[src/rtl/subckt_walk_pkg.sv]
// rtl/subckt_walk_pkg.sv - shared types and constants for the subcircuit hierarchy walker
//
// Purpose: index width of stack frames, the NULL link value, event/error
// encodings, the walker FSM state type and the stack frame layout.
package subckt_walk_pkg;

  localparam int FRAME_IDX_W = 8;

  // All-ones index marks "no child" / "no sibling" in the instance table.
  localparam logic [FRAME_IDX_W-1:0] NULL_IDX = '1;

  typedef enum logic [0:0] {
    EV_ENTER = 1'b0,
    EV_LEAVE = 1'b1
  } ev_kind_e;

  typedef enum logic [1:0] {
    ERR_NONE  = 2'd0,
    ERR_DEPTH = 2'd1,
    ERR_LOOP  = 2'd2
  } err_code_e;

  typedef enum logic [2:0] {
    S_IDLE,
    S_FETCH,
    S_WAIT,
    S_ENTER,
    S_DESCEND,
    S_LEAVE,
    S_NEXT,
    S_FINISH
  } state_e;

  // A parent frame: where to emit LEAVE and where to continue afterwards.
  typedef struct packed {
    logic [FRAME_IDX_W-1:0] idx;
    logic [FRAME_IDX_W-1:0] sibling;
  } frame_t;

endpackage

[src/rtl/subckt_walk_ctrl_stack.sv]
// rtl/subckt_walk_ctrl_stack.sv - synchronous LIFO of parent frames for the hierarchy walker
//
// Purpose: holds up to MAX_DEPTH frames; top shows the most recent push.
// Ports:
//   clk, rst      clock, synchronous active-high reset
//   clear         discard all frames
//   push, pop     one operation per cycle; both at once is illegal
//   push_frame    frame written on push
//   top           most recently pushed frame (undefined when count is 0)
//   count         number of frames held
module walk_stack
  import subckt_walk_pkg::*;
#(
  parameter int MAX_DEPTH = 8,
  parameter int CNT_W     = $clog2(MAX_DEPTH + 1)
) (
  input  logic             clk,
  input  logic             rst,
  input  logic             clear,
  input  logic             push,
  input  logic             pop,
  input  frame_t           push_frame,
  output frame_t           top,
  output logic [CNT_W-1:0] count
);

  localparam int PTR_W = $clog2(MAX_DEPTH);

  frame_t           mem [MAX_DEPTH];
  logic [PTR_W-1:0] wr_ptr;
  logic [PTR_W-1:0] rd_ptr;

  assign wr_ptr = PTR_W'(count);
  assign rd_ptr = PTR_W'(count - CNT_W'(1));
  assign top    = mem[rd_ptr];

  always_ff @(posedge clk) begin
    if (push) begin
      mem[wr_ptr] <= push_frame;
    end
  end

  always_ff @(posedge clk) begin
    if (rst || clear) begin
      count <= '0;
    end else if (push) begin
      count <= count + CNT_W'(1);
    end else if (pop) begin
      count <= count - CNT_W'(1);
    end
  end

  always_ff @(posedge clk) begin
    if (!rst) begin
      assert (!(push && pop));
    end
  end

endmodule

[src/rtl/subckt_walk_ctrl.sv]
// rtl/subckt_walk_ctrl.sv - depth-first walker over a flattened subcircuit instance table
//
// Purpose: reads child/sibling links from an external synchronous RAM and
// emits ENTER/LEAVE events for every instance below root_idx.
// Ports:
//   clk, rst                 clock, synchronous active-high reset
//   start, root_idx          begin a walk (accepted only when idle)
//   busy, done, err          status; done/err are one-cycle pulses
//   err_code                 0 none, 1 depth overflow, 2 loop guard; held
//   mem_rd_en, mem_addr      table read request
//   mem_child, mem_sibling   table read data, one cycle after mem_rd_en
//   ev_valid, ev_ready       event handshake
//   ev_leave, ev_idx, ev_depth  event payload
module subckt_walk_ctrl
  import subckt_walk_pkg::*;
#(
  parameter int IDX_W     = FRAME_IDX_W,
  parameter int MAX_DEPTH = 8,
  parameter int DEPTH_W   = 4
) (
  input  logic               clk,
  input  logic               rst,
  input  logic               start,
  input  logic [IDX_W-1:0]   root_idx,
  output logic               busy,
  output logic               done,
  output logic               err,
  output logic [1:0]         err_code,
  output logic               mem_rd_en,
  output logic [IDX_W-1:0]   mem_addr,
  input  logic [IDX_W-1:0]   mem_child,
  input  logic [IDX_W-1:0]   mem_sibling,
  output logic               ev_valid,
  input  logic               ev_ready,
  output logic               ev_leave,
  output logic [IDX_W-1:0]   ev_idx,
  output logic [DEPTH_W-1:0] ev_depth
);

  localparam int               CNT_W       = $clog2(MAX_DEPTH + 1);
  localparam logic [IDX_W-1:0] FETCH_LIMIT = '1;
  localparam logic [CNT_W-1:0] DEPTH_LAST  = CNT_W'(MAX_DEPTH - 1);

  state_e           state, state_n;
  logic [IDX_W-1:0] cur, child_q, sib, fetch_cnt;
  err_code_e        err_code_q;
  logic             err_q;
  logic             accept, do_push, do_pop, take_sib;
  logic             abort_depth, abort_loop, loop_hit, stack_clear;
  frame_t           push_frame, top_frame;
  logic [CNT_W-1:0] depth;

  // The stack occupancy is the current depth: one frame per open ancestor.
  walk_stack #(.MAX_DEPTH(MAX_DEPTH), .CNT_W(CNT_W)) u_stack (
    .clk        (clk),
    .rst        (rst),
    .clear      (stack_clear),
    .push       (do_push),
    .pop        (do_pop),
    .push_frame (push_frame),
    .top        (top_frame),
    .count      (depth)
  );

  assign loop_hit    = (fetch_cnt == FETCH_LIMIT);
  assign stack_clear = accept || abort_depth || abort_loop;
  assign push_frame  = '{idx: cur, sibling: sib};

  always_ff @(posedge clk) begin
    if (rst) begin
      state <= S_IDLE;
    end else begin
      state <= state_n;
    end
  end

  always_comb begin
    state_n     = state;
    accept      = 1'b0;
    do_push     = 1'b0;
    do_pop      = 1'b0;
    take_sib    = 1'b0;
    abort_depth = 1'b0;
    abort_loop  = 1'b0;
    case (state)
      // err_q high means the abort pulse is out this cycle; start waits a cycle.
      S_IDLE: if (start && !err_q) begin
        accept  = 1'b1;
        state_n = S_FETCH;
      end
      S_FETCH: if (loop_hit) begin
        abort_loop = 1'b1;
        state_n    = S_IDLE;
      end else begin
        state_n = S_WAIT;
      end
      S_WAIT: state_n = S_ENTER;
      S_ENTER: if (ev_ready) begin
        if (child_q == NULL_IDX) begin
          state_n = S_LEAVE;
        end else if (depth == DEPTH_LAST) begin
          abort_depth = 1'b1;
          state_n     = S_IDLE;
        end else begin
          state_n = S_DESCEND;
        end
      end
      S_DESCEND: begin
        do_push = 1'b1;
        state_n = S_FETCH;
      end
      S_LEAVE: if (ev_ready) state_n = S_NEXT;
      S_NEXT: if (depth == '0) begin
        state_n = S_FINISH;
      end else if (sib != NULL_IDX) begin
        take_sib = 1'b1;
        state_n  = S_FETCH;
      end else begin
        // Parent's own sibling comes back from the stack; no fetch needed.
        do_pop  = 1'b1;
        state_n = S_LEAVE;
      end
      S_FINISH: state_n = S_IDLE;
      default:  state_n = S_IDLE;
    endcase
  end

  always_ff @(posedge clk) begin
    if (rst) begin
      cur        <= '0;
      child_q    <= '0;
      sib        <= '0;
      fetch_cnt  <= '0;
      err_code_q <= ERR_NONE;
      err_q      <= 1'b0;
    end else begin
      err_q <= abort_depth || abort_loop;
      if (accept) begin
        cur        <= root_idx;
        fetch_cnt  <= '0;
        err_code_q <= ERR_NONE;
      end
      if (abort_depth) err_code_q <= ERR_DEPTH;
      if (abort_loop)  err_code_q <= ERR_LOOP;
      if (state == S_FETCH && !loop_hit) fetch_cnt <= fetch_cnt + IDX_W'(1);
      if (state == S_WAIT) begin
        child_q <= mem_child;
        sib     <= mem_sibling;
      end
      if (do_push)  cur <= child_q;
      if (take_sib) cur <= sib;
      if (do_pop) begin
        cur <= top_frame.idx;
        sib <= top_frame.sibling;
      end
    end
  end

  assign busy      = (state != S_IDLE) && (state != S_FINISH);
  assign done      = (state == S_FINISH);
  assign err       = err_q;
  assign err_code  = err_code_q;
  assign mem_rd_en = (state == S_FETCH) && !loop_hit;
  assign mem_addr  = cur;
  assign ev_valid  = (state == S_ENTER) || (state == S_LEAVE);
  assign ev_leave  = (state == S_LEAVE) ? EV_LEAVE : EV_ENTER;
  assign ev_idx    = cur;
  assign ev_depth  = DEPTH_W'(depth);

endmodule

[config.mk]
export PLATFORM = sky130hd
export DESIGN_NAME = subckt_walk_ctrl
export DESIGN_NICKNAME = d
export VERILOG_FILES = /design/src/rtl/subckt_walk_pkg.sv /design/src/rtl/subckt_walk_ctrl_stack.sv /design/src/rtl/subckt_walk_ctrl.sv
export SDC_FILE = /design/constraint.sdc
export NUM_CORES = 1
export LEC_CHECK = 0
export ABC_AREA = 1
export CAP_MARGIN = 5
export CORE_MARGIN = 8
export CORE_UTILIZATION = 40
export DETAILED_ROUTE_END_ITERATION = 8
export PLACE_DENSITY = 0.66
export SYNTH_ARGS = -nofsm -noshare
export SYNTH_HDL_FRONTEND = slang
export SYNTH_SLANG_ARGS = --single-unit
[constraint.sdc]
create_clock -name clk -period 2.4 [get_ports clk]
set_input_delay 0.24 -clock clk [delete_from_list [all_inputs] [get_ports clk]]
set_output_delay 0.24 -clock clk [all_outputs]
set_load 0.01 [all_outputs]
==> results of run 1 <==
==> critical path, delay by kind of cell (launching register included) <==
family,cells,cell delay [ns]
adders and majority gates,1,0.22
buffers and inverters,3,0.77
DFF,1,0.33
and+or+nand+nor,3,0.29
==> sequential cells by signal, indices dropped and copies added, names as in the netlist <==
name           flops
state              3
child_q            8
ev_idx             8
sib                8
u_stack.count      4
err_code           2
fetch_cnt          8
u_stack.mem      128
err                1
==> report_power, final <==
part	total (mW)	switching [mW]	internal, mW
registers	3.32	0.0794	3.24
clock network	2.72	1.10	1.62
logic	0.445	0.248	0.197
total	6.49	1.42	5.06
==> synthesized netlist by cell type, types with 2 or more instances <==
library cell	number
sky130_fd_sc_hd__nand3_2	2
sky130_fd_sc_hd__nand2_1	167
sky130_fd_sc_hd__buf_2	18
sky130_fd_sc_hd__ha_1	3
sky130_fd_sc_hd__xor2_1	2
sky130_fd_sc_hd__nor2_2	4
sky130_fd_sc_hd__inv_1	96
sky130_fd_sc_hd__o21ai_0	63
sky130_fd_sc_hd__a31oi_1	2
sky130_fd_sc_hd__and2_1	2
sky130_fd_sc_hd__dfxtp_1	42
sky130_fd_sc_hd__nor3_1	5
sky130_fd_sc_hd__buf_1	3
sky130_fd_sc_hd__inv_2	3
sky130_fd_sc_hd__nor2_1	113
sky130_fd_sc_hd__edfxtp_1	128
sky130_fd_sc_hd__a21oi_1	39
sky130_fd_sc_hd__buf_4	11
sky130_fd_sc_hd__nand3_1	102
sky130_fd_sc_hd__clkbuf_1	14
sky130_fd_sc_hd__nand4_1	3
sky130_fd_sc_hd__o211ai_1	8
==> cell usage in the layout, fill, tap and decap left out, types with 3 or more instances in the layout <==
cell                                n
sky130_fd_sc_hd__o21ai_0           63
sky130_fd_sc_hd__clkinv_2           5
sky130_fd_sc_hd__nor3_2             3
sky130_fd_sc_hd__inv_1             95
sky130_fd_sc_hd__nor2_2             4
sky130_fd_sc_hd__clkbuf_16         17
sky130_fd_sc_hd__ha_1               3
sky130_fd_sc_hd__buf_4             40
sky130_fd_sc_hd__bufinv_16          3
sky130_fd_sc_hd__o211ai_1           8
sky130_fd_sc_hd__nand4_1            3
sky130_fd_sc_hd__clkinv_1           3
sky130_fd_sc_hd__edfxtp_1         128
sky130_fd_sc_hd__clkdlybuf4s50_1   55
sky130_fd_sc_hd__nor3_1             3
sky130_fd_sc_hd__a21oi_1           39
sky130_fd_sc_hd__nor2_1           113
sky130_fd_sc_hd__nand2_1          167
sky130_fd_sc_hd__nand3_1          102
sky130_fd_sc_hd__inv_2              4
sky130_fd_sc_hd__dfxtp_1           40
==> logic make-up (layout without fill, tap and decap cells) <==
| family | after synthesis | after routing |
|---|---|---|
| adder cells (fa/ha/maj) | 3 | 3 |
| buffers and inverters | 145 | 226 |
| AO/OA/AOI/OAI | 115 | 115 |
| flip-flops | 170 | 170 |
| XOR/XNOR | 4 | 4 |
| AND/OR/NAND/NOR | 404 | 404 |
==> final cells by class <==
type / instances / area share, %
Tap cell: 234 / 3.18
Clock inverter: 14 / 1.67
Clock buffer: 18 / 4.67
Timing Repair Buffer: 95 / 9.25
Sequential cell: 170 / 51.0
Multi-Input combinational cell: 526 / 26.2
Inverter: 99 / 4.04
==> repair_timing <==
action	CTS	global route
resized for setup	0	1
setup endpoints to repair	0	3
hold endpoints to repair	0	0
==> per-layer routing <==
layer	vias to the layer above	wire length, µm	global-route usage, %
li1	2913	-	-
met1	2783	8610	21.2
met2	162	9030	25.6
met3	11	1140	4.99
met4	0	148	4.20
met5	-	0	0
==> path summary, 6_finish.rpt <==
check / slack (ns) / endpoint / cells after the start
worst max-delay path: 0.13 / mem_rd_en / 7
worst min-delay path: 0.40 / child_q[0]$_SDFFE_PP0P_ / 3
worst max register to register: 0.41 / sib[1]$_SDFFE_PP0P_ / 8
worst min register to register: 0.47 / child_q[6]$_SDFFE_PP0P_ / 2
==> results by stage, run 1 <==
Setup path:
- The launch point of the worst path is fetch_cnt[0]$_SDFFE_PP0P_.
- Walking the worst path, the cells encountered are ha_1 > nand3_1 > inv_1 > nand2_1 > nand2_1 > inv_1 > clkdlybuf4s50_1.
- The path type of the worst setup path is reg -> out.
- In this run the critical register-to-register path is launched from u_stack.count[2]$_SDFFE_PP0P_.
- The worst-path maximum fanout is 5.
- For the worst setup path, the data required time is 2.16 ns.
- At the worst endpoint, the arrival time is 2.03 ns.
- The critical-path cell with the highest stage delay is sky130_fd_sc_hd__clkdlybuf4s50_1.
- The endpoint type of the worst setup path is a primary output.
- The type of element launching the critical path is a register.
- The delay contributed by the slowest stage of the critical path is 0.57 ns.

Layout:
- After the last flow step, the layout net total stands at 940.
- Summing all non-filler instances in the final layout gives an area of 9200 µm².
- The finished layout holds 1156 standard cells, fillers aside.
- Summing all multi-input logic gate instances after layout gives 2410 µm².
- For this run, the share of the core covered by cells in the final layout is 49.0%.
- The sequential standard cell area is 4690 µm².
- The post-synthesis to final-layout area growth is 19.5%.
- The post-route netlist has 9.54% of its cells at a drive strength greater than 1.
- The number of antenna diodes in the final layout is 0.
- The filler cell count is 1718.

Clock network:
- Buffers inserted to repair hold after CTS numbered 0.
- The clock latency reported for the late side of the worst-skew pair is 0.43 ns.
- The longest clock path from root to sink contains 2 buffers.
- CTS built an H-tree with a depth of 4.
- The number of buffers inserted to repair setup after CTS is 0.
- The clock sink total is 170.
- TritonCTS built the clock tree.
- The root buffer selected by CTS is sky130_fd_sc_hd__clkbuf_16.
- The clock-pin slew reported for the worst setup and hold paths after clock tree synthesis is 0.06 ns.
- Buffers inserted during clock tree synthesis total 17.

Synth:
- The sequential fraction of the synthesis area is 60.9%.
- Counting flops and latches in the post-synthesis netlist gives 170.
- After synthesis, the largest family of logic cells by area is simple AND/OR/NAND/NOR gates.
- The largest total area in the synthesized netlist belongs to sky130_fd_sc_hd__edfxtp_1.
- The synthesized-area fraction occupied by ao, oa, aoi and oai cells is 7.82%.
- The most used flip-flop cell after synthesis is sky130_fd_sc_hd__edfxtp_1.
- After Yosys synthesis, and, or, nand and nor cells account for 22.2% of the synthesized area.
- Synthesis handed over a netlist of 841 instances.
- The synthesized design contains 128 enable-type register cells.
- The net count of the mapped netlist is 872.
- The post-synthesis instance area is 7690 µm².
- During synthesis, Yosys emitted a total of 0 warnings.
- The area share of the largest cell type after synthesis is 50.0%.
- The number of distinct library cell variants in the gate-level netlist after synthesis is 33.
- The mean cell area of the mapped netlist is 9.15 µm².
- Sorting the synthesized cells by area gives the leading types as sky130_fd_sc_hd__edfxtp_1 50%, sky130_fd_sc_hd__dfxtp_1 11%, sky130_fd_sc_hd__nand2_1 8.1%.
- The arithmetic-cell share of the synthesized area counting full adders, half adders and majority gates is 0.488%.
- The fraction of synthesized cell area in xor and xnor cells is 0.651%.
- The mux cell area share after synthesis is 0%.
- The share of async-settable or async-resettable flops after synthesis is 0%.

Floorplanning:
- In this run the horizontal extent of the chip is 155 µm.
- The total area inside the core boundary comes to 18800 µm².
- The number of ports placed on the die boundary is 56.
- The effective utilization at floorplan is 41.0%.
- Measured along the y axis, the die boundary spans 155 µm.
- The row count is 50.
- The floorplan step defined a die boundary enclosing 23900 µm².

Drt:
- In the routed design, unresolved DRC markers number 0.
- The violation count after the first detailed-route iteration is 636.
- Dividing the detail-routed via count by the number of cells gives 5.08.
- For this run, the detailed router's first-pass iteration total came to 6.
- The number of routed nets with antenna violations is 0.
- The average wire per standard cell is 16.4 µm.
- The routed layout has 5869 vias.
- The routed design has 18900 µm of wire.

Place:
- The detailed placer's ending HPWL is 12400 µm.
- Summing all placed instances gives a cell area of 8610 µm².
- The count of input and output buffers is 55.
- The number of placed instances, taps included, is 1124.
- The setup slack after placement is 0.464 ns.
- At the end of routability-driven placement, the weighted congestion stood at 0.833.

Global route:
- The via count of the first global-routing pass was 5517.
- The global-route usage over all layers is 16.2%.
- The sum of overflow across all layers after global routing is 0.
- The number of antenna violations at the first check in global routing came to 0.
- The global-route wire length before repair is 30000 µm.
- Entering global routing, the biggest net connects 46 pins.

Min path:
- The start point of the worst hold path is mem_child[0].
- In this run the worst hold path is classified as in -> reg.

Power:
- After layout, the design draws a total of 6.49 mW.
- The reported leakage power is 3.65 nW.
- The worst-case vdd ir drop is 443 µV.
- The power density normalized to cell area is 706 nW/µm².

Timing:
- The highest clock rate is 440 MHz.
- Setup violations remaining at the end of the flow were counted as 0.
- Counting I/O delays and the setup requirement, the final critical path takes 2.27 ns.
- The slew at the pin closest to its max-slew limit is 0.602 ns.
- The worst pin sits at a relative slew slack of 59.8%.
- The worst path meets setup with 0.129 ns of slack.
- The final number of max-transition violations is 0.
- The largest clock skew in the final design is 0.0126 ns.
- After routing, the total negative slack on setup checks comes to 0 ns.
- Setup repair after global routing left no endpoint under its margin.
- The final critical path takes up 94.6% of the cycle.
- The worst hold-check slack is 0.405 ns.
- The count of endpoints failing hold in the final timing report came to 0.

Run:
- Max-cap violations in this run came to 0.

Run status:
- The run finished with clean final reports.
Power figures use the tool's default switching activity.
==> run 2, diff against run 1 <==
--- a/config.mk
+++ b/config.mk
@@ -9,6 +9,7 @@
 export CAP_MARGIN = 5
 export CORE_MARGIN = 8
 export CORE_UTILIZATION = 40
+export CTS_CLUSTER_DIAMETER = 30
 export DETAILED_ROUTE_END_ITERATION = 8
 export PLACE_DENSITY = 0.66
 export SYNTH_ARGS = -nofsm -noshare
==> results of run 2 <==
Final layout, timing and power as in run 1 (identical DEF).
